**config.mk**
```make
export PLATFORM = sky130hd
export DESIGN_NAME = sign_extend_stream
export DESIGN_NICKNAME = d
export VERILOG_FILES = /design/src/rtl/sign_extend_stream.sv
export SDC_FILE = /design/constraint.sdc
export NUM_CORES = 1
export LEC_CHECK = 0
export ABC_AREA = 0
export CORE_ASPECT_RATIO = 0.75
export CORE_MARGIN = 2
export CORE_UTILIZATION = 44
export CTS_CLUSTER_SIZE = 16
export DETAILED_ROUTE_END_ITERATION = 7
export PLACE_DENSITY = 0.87
export SKIP_LAST_GASP = 1
export SLEW_MARGIN = 5
export SYNTH_ARGS = -nofsm -noshare
export SYNTH_HDL_FRONTEND = slang
export SYNTH_SLANG_ARGS = --single-unit
```
**constraint.sdc**
```tcl
create_clock -name clk -period 1.61 [get_ports clk]
set_input_delay 0.322 -clock clk [delete_from_list [all_inputs] [get_ports clk]]
set_output_delay 0.322 -clock clk [all_outputs]
set_load 0.02 [all_outputs]
```
**src/rtl/sign_extend_stream.sv**
```systemverilog
// Streaming sign/zero extender with a registered 2-entry skid buffer.
// Ports:
//   clk, areset_n            clock, async active-low reset
//   in_valid/in_ready        input handshake (in_ready registered)
//   in_data/in_len/in_signed raw field, effective length, extend mode
//   out_valid/out_ready      output handshake
//   out_data/out_err         extended value, illegal-length flag
//   err_sticky/beat_cnt/clr  status and synchronous clear
module sign_extend_stream #(
    parameter int IN_W  = 8,
    parameter int OUT_W = 32,
    parameter int CNT_W = 16,
    localparam int LEN_W = $clog2(IN_W + 1)
) (
    input  logic             clk,
    input  logic             areset_n,
    input  logic             in_valid,
    output logic             in_ready,
    input  logic [IN_W-1:0]  in_data,
    input  logic [LEN_W-1:0] in_len,
    input  logic             in_signed,
    output logic             out_valid,
    input  logic             out_ready,
    output logic [OUT_W-1:0] out_data,
    output logic             out_err,
    output logic             err_sticky,
    output logic [CNT_W-1:0] beat_cnt,
    input  logic             clr
);

    logic             len_ok;
    logic [LEN_W-1:0] eff_len;
    logic             sign_bit;
    logic [OUT_W-1:0] pad;
    logic [OUT_W-1:0] ext_data;
    logic             ext_err;

    // Illegal lengths fall back to the full field width.
    always_comb begin
        len_ok   = (in_len != '0) && (int'(in_len) <= IN_W);
        eff_len  = len_ok ? in_len : LEN_W'(IN_W);
        pad      = OUT_W'(in_data);
        sign_bit = 1'b0;
        ext_data = '0;
        for (int i = 0; i < IN_W; i++) begin
            if (in_signed && (i == int'(eff_len) - 1)) begin
                sign_bit = in_data[i];
            end
        end
        for (int i = 0; i < OUT_W; i++) begin
            ext_data[i] = (i < int'(eff_len)) ? pad[i] : sign_bit;
        end
        ext_err = !len_ok;
    end

    logic [OUT_W-1:0] skid_data;
    logic             skid_err;
    logic             skid_full;

    logic             acc;
    logic             xfer;

    logic [OUT_W-1:0] main_data_nxt;
    logic             main_err_nxt;
    logic             out_valid_nxt;
    logic [OUT_W-1:0] skid_data_nxt;
    logic             skid_err_nxt;
    logic             skid_full_nxt;
    logic             in_ready_nxt;
    logic [CNT_W-1:0] beat_cnt_nxt;
    logic             err_sticky_nxt;

    assign acc  = in_valid && in_ready;
    assign xfer = out_valid && out_ready;

    always_comb begin
        main_data_nxt  = out_data;
        main_err_nxt   = out_err;
        out_valid_nxt  = out_valid;
        skid_data_nxt  = skid_data;
        skid_err_nxt   = skid_err;
        skid_full_nxt  = skid_full;
        beat_cnt_nxt   = beat_cnt;
        err_sticky_nxt = err_sticky;

        if (!out_valid || xfer) begin
            // Skid holds the oldest beat, so it drains first.
            if (skid_full) begin
                main_data_nxt = skid_data;
                main_err_nxt  = skid_err;
                out_valid_nxt = 1'b1;
                skid_full_nxt = 1'b0;
            end else if (acc) begin
                main_data_nxt = ext_data;
                main_err_nxt  = ext_err;
                out_valid_nxt = 1'b1;
            end else begin
                out_valid_nxt = 1'b0;
            end
        end else if (acc) begin
            skid_data_nxt = ext_data;
            skid_err_nxt  = ext_err;
            skid_full_nxt = 1'b1;
        end

        in_ready_nxt = !skid_full_nxt;

        if (clr) begin
            beat_cnt_nxt   = '0;
            err_sticky_nxt = 1'b0;
        end else if (acc) begin
            beat_cnt_nxt = beat_cnt + CNT_W'(1);
            if (ext_err) begin
                err_sticky_nxt = 1'b1;
            end
        end
    end

    always_ff @(posedge clk or negedge areset_n) begin
        if (!areset_n) begin
            out_data   <= '0;
            out_err    <= 1'b0;
            out_valid  <= 1'b0;
            skid_data  <= '0;
            skid_err   <= 1'b0;
            skid_full  <= 1'b0;
            in_ready   <= 1'b1;
            beat_cnt   <= '0;
            err_sticky <= 1'b0;
        end else begin
            out_data   <= main_data_nxt;
            out_err    <= main_err_nxt;
            out_valid  <= out_valid_nxt;
            skid_data  <= skid_data_nxt;
            skid_err   <= skid_err_nxt;
            skid_full  <= skid_full_nxt;
            in_ready   <= in_ready_nxt;
            beat_cnt   <= beat_cnt_nxt;
            err_sticky <= err_sticky_nxt;
        end
    end

endmodule

```
==> run summary <==
By startpoint and endpoint, the worst setup path is classified as in2reg. Walking the worst path, the cells encountered are dlygate4sd2_1 -> nor3b_1 -> o21a_1 -> o31a_1 -> or3_1 -> buf_6 -> a21oi_2. Counting every instance in the synthesized netlist gives 294.

The logs give 7100 um for the total wirelength of the detailed-routed design and 0 ps for the total negative slack for setup checks. Setup violations remaining at the end of the flow were counted as 0. In the global route stage, overall resource usage came out at 21.6%.

Before CTS, the worst setup slack after placement is -873 ps. Max-cap violations in this run came to 0. The share of synthesized flip-flops with an asynchronous set or reset works out to 100%.

Combined area of all synthesized cells: 2760 um^2. The number of hold violations in the final report was 0. The first global-routing pass estimated 11,700 um of wire. On the final layout, the worst hold slack is 461 ps. After synthesis, flip-flops and latches occupy 49.0% of the total area. Together, buffers and inverters on the worst path number 2. In this run the biggest area consumer among cell types represents 48.0% of the synthesized area.

The flop and latch count out of synthesis came out at 54. The critical path endpoint category is a flip-flop. 70 I/O pins were placed. For the worst flop-to-flop path, the logic depth is 6. For the level count of the clock H-tree, the log shows 2. The number of antenna diodes in the final layout is 0. The TritonCTS sink count is 54.

Broken down by cell family, the worst path's largest delay share belongs to compound AO/OA/AOI/OAI gates. For the total nets after synthesis, the log shows 313. In this run, CTS created clock tree buffers numbering 5.

TritonCTS built the clock tree. The most used flip-flop cell after synthesis is sky130_fd_sc_hd__dfrtp_1. The required time at the endpoint of the critical path is 1840 ps.

The multi-input combinational cells in the finished layout cover a total of 1310 um^2. For this block, the initial DRC count from the detailed router was 156. Entering global routing, the biggest net connects 24 pins. The worst endpoint data arrival time came out at 1840 ps.

The startpoint of the worst setup timing path is in_data[1]. For this run, design rule violations remaining after detail routing come to 0. Final critical path time including I/O delays and setup: 1600 ps. Ranked by instance count, the synthesized netlist is headed by 53 x sky130_fd_sc_hd__dfrtp_1, 37 x sky130_fd_sc_hd__nor2_1, 28 x sky130_fd_sc_hd__nand2_1, 20 x sky130_fd_sc_hd__a21oi_1, 17 x sky130_fd_sc_hd__buf_4. The ratio of routed vias to standard cells was 5.33; the number of enable flip-flop cells after synthesis was 0. For the final setup skew, the log shows 9.03 ps. The source of the worst register-to-register timing path is in_ready. The clock passes through at most 2 buffers.

The core area was 5950 um^2. Yosys attributes the largest share of cell area to sky130_fd_sc_hd__dfrtp_1 48%, sky130_fd_sc_hd__nor2_1 5.0%, sky130_fd_sc_hd__buf_4 4.6%, sky130_fd_sc_hd__nand2_1 3.8%, sky130_fd_sc_hd__a21oi_1 3.6%. The depth of the critical timing path with buffers and inverters included is 7, and the power density relative to cell area is 1010 nW/um^2. Before antenna repair, the detailed router went through 4 iterations. For the leakage power total, the log shows 2.06 nW.

For the die area, the log shows 6930 um^2. The worst min-delay path startpoint was in_data[0]. Along the worst hold path, the cell count comes to 4. Compared with the post-synthesis result, the final layout area differs by 45.2%. The maximum cell stage delay along the critical path came out at 390 ps. Yosys instantiated no cell more often than sky130_fd_sc_hd__dfrtp_1.

The via count of the first global-routing pass is 2,498. The cell sitting at the root of the clock tree is a sky130_fd_sc_hd__clkbuf_8. Across the whole layout, storage elements account for 1350 um^2. The starting utilization of the core area was 46.4%; the maximum net fanout on the critical path was 8. The number of antenna violations at the first check in global routing was 0. Setup repair after global routing could not meet its margin everywhere.

For this run, the top clock speed supported by timing is 0.623 GHz. The worst slew slack as a fraction of its limit is 67.5%. The final critical path takes up 99.7% of the cycle. The port buffer count was 69. The layout has 456 filler cells.

In this run the vertical extent of the chip is 72.6 um. Dividing the detail-routed wire length by the instance count gives 14.9 um. For the pin with the worst max-slew slack, the measured transition is 487 ps. IR analysis of the VDD net gives a maximum drop of 0.000416 V.

The tools report the row count as 24. For this run, the post-layout net count is 416. sky130_fd_sc_hd__dfrtp_1 takes more of the synthesized area than any other cell. During synthesis, Yosys emitted a total of 0 warnings.

The run finished with clean final reports. For the half-perimeter wire length of the detailed placement result, the log shows 5140 um. From left edge to right edge, the die measures 95.5 um.

For the global-route congestion overflow total, the log shows 0. At the end of routability-driven placement, the weighted congestion stood at 0.866. In the final layout, the share of cells above drive strength 1 is 25.4%.

The tools report the total count of max-transition violations in the final report as 0. The type of the tightest min-delay check was in2reg. After clock tree synthesis, the clock-pin slew on the worst setup and hold paths is 90 ps. The count of nets left with antenna violations once routing finished came out at 0. After synthesis, the mean cell area works out to 9.39 um^2. The final worst setup slack was 5.32 ps; the latest clock arrival within the worst-skew pair was 310 ps. Cell with the biggest individual delay on the critical path: sky130_fd_sc_hd__or3_1.

Across all layers, the routed design uses 2,536 vias. The number of different library cells used by synthesis comes to 46. The type of origin of the critical path is an input port.

The power after layout came out at 4.07 mW.
[worst reg2reg max path: cells and delay by family, from the launching register on]
family | cells | cell delay (ps)
buf+inv | 1 | 160
simple gates | 4 | 570
xor+xnor | 1 | 150
flops | 1 | 610
[kinds of logic after synthesis]
kind of cell | synth area share (%)
compound gates | 17.7
buf+inv | 7.16
xor+xnor | 5.07
flops | 49.0
simple gates | 19.2
mux | 1.45
fa+ha+maj | 0.453
[placed cells by master, fill, tap and decap left out, types with 3 or more instances in the layout]
| cell type | Yosys | routed |
|---|---|---|
| sky130_fd_sc_hd__o21ai_1 | 3 | 5 |
| sky130_fd_sc_hd__and3_1 | 7 | 7 |
| sky130_fd_sc_hd__o21a_1 | 3 | 3 |
| sky130_fd_sc_hd__buf_6 | 1 | 3 |
| sky130_fd_sc_hd__nand3_1 | 6 | 6 |
| sky130_fd_sc_hd__dfrtp_1 | 53 | 52 |
| sky130_fd_sc_hd__buf_4 | 17 | 53 |
| sky130_fd_sc_hd__clkdlybuf4s15_1 | 0 | 3 |
| sky130_fd_sc_hd__nand4_1 | 4 | 4 |
| sky130_fd_sc_hd__a21o_1 | 8 | 8 |
| sky130_fd_sc_hd__xnor2_1 | 6 | 6 |
| sky130_fd_sc_hd__a21oi_2 | 8 | 9 |
| sky130_fd_sc_hd__clkdlybuf4s50_1 | 0 | 6 |
| sky130_fd_sc_hd__o21ai_0 | 16 | 12 |
| sky130_fd_sc_hd__nand2b_1 | 4 | 4 |
| sky130_fd_sc_hd__nor3_1 | 5 | 5 |
| sky130_fd_sc_hd__dlygate4sd2_1 | 0 | 42 |
| sky130_fd_sc_hd__clkbuf_8 | 0 | 6 |
| sky130_fd_sc_hd__nor3b_1 | 4 | 3 |
| sky130_fd_sc_hd__nand2_1 | 28 | 27 |
| sky130_fd_sc_hd__or3_1 | 4 | 3 |
| sky130_fd_sc_hd__xor2_1 | 10 | 10 |
| sky130_fd_sc_hd__dlymetal6s2s_1 | 0 | 11 |
| sky130_fd_sc_hd__buf_2 | 2 | 4 |
| sky130_fd_sc_hd__mux2i_1 | 4 | 4 |
| sky130_fd_sc_hd__a21oi_1 | 20 | 19 |
| sky130_fd_sc_hd__buf_12 | 0 | 3 |
| sky130_fd_sc_hd__nor2_1 | 37 | 35 |
[timing repair]
item | in CTS | in global routing
gates cloned | 0 | 0
setup buffers | 5 | 3
gates resized for setup | 94 | 27
hold buffers | 1 | 0
hold endpoints to repair | 18 | 0
pin swaps | 11 | 5
endpoints found under the setup margin | 72 | 36
[per-layer routing]
metal / global-route usage (%) / vias to the layer above / wire, um
li1: - / 1216 / -
met5: 0 / - / 0
met1: 27.6 / 1233 / 2940
met4: 6.19 / 0 / 82
met2: 37.8 / 76 / 3700
met3: 4.03 / 11 / 385
[through the flow]
stage / utilization [%] / area [um^2] / std cells
floorplan: - / 2780 / 294
global placement: 63.3 / 3760 / 460
detailed placement: 63.3 / 3760 / 460
CTS: 65.7 / 3910 / 473
global route: 67.4 / 4010 / 476
finish: 67.4 / 4010 / 476
[final timing paths]
kind,endpoint,slack [ps]
hold reg to reg,out_data[1],480
min in group asynchronous,beat_cnt[4],500
setup / recovery,out_data[8],5
hold / removal,skid_data[0],460
max in group asynchronous,out_data[1],560
setup reg to reg,beat_cnt[5],30
[power breakdown]
| part | internal, mW | switching, mW | total, mW |
|---|---|---|---|
| clock network | 0.347 | 0.437 | 0.784 |
| registers | 1.60 | 0.152 | 1.75 |
| logic | 0.690 | 0.843 | 1.53 |
| total | 2.64 | 1.43 | 4.07 |
[flip-flops by register name (all words and copies together) (netlist names)]
register	flops
beat_cnt	16
err_sticky	1
skid_full	1
in_ready	1
skid_err	1
skid_data	16
out_data	16
out_err	1
out_valid	1
[cell type report]
class | instances | area share, %
Inverter | 1 | 0.0936
Timing Repair Buffer | 128 | 28.6
Clock buffer | 6 | 2.06
Tap cell | 78 | 2.43
Sequential cell | 54 | 33.8
Multi-Input combinational cell | 207 | 32.7
Clock inverter | 2 | 0.312
(Power assumes the default switching activity.)
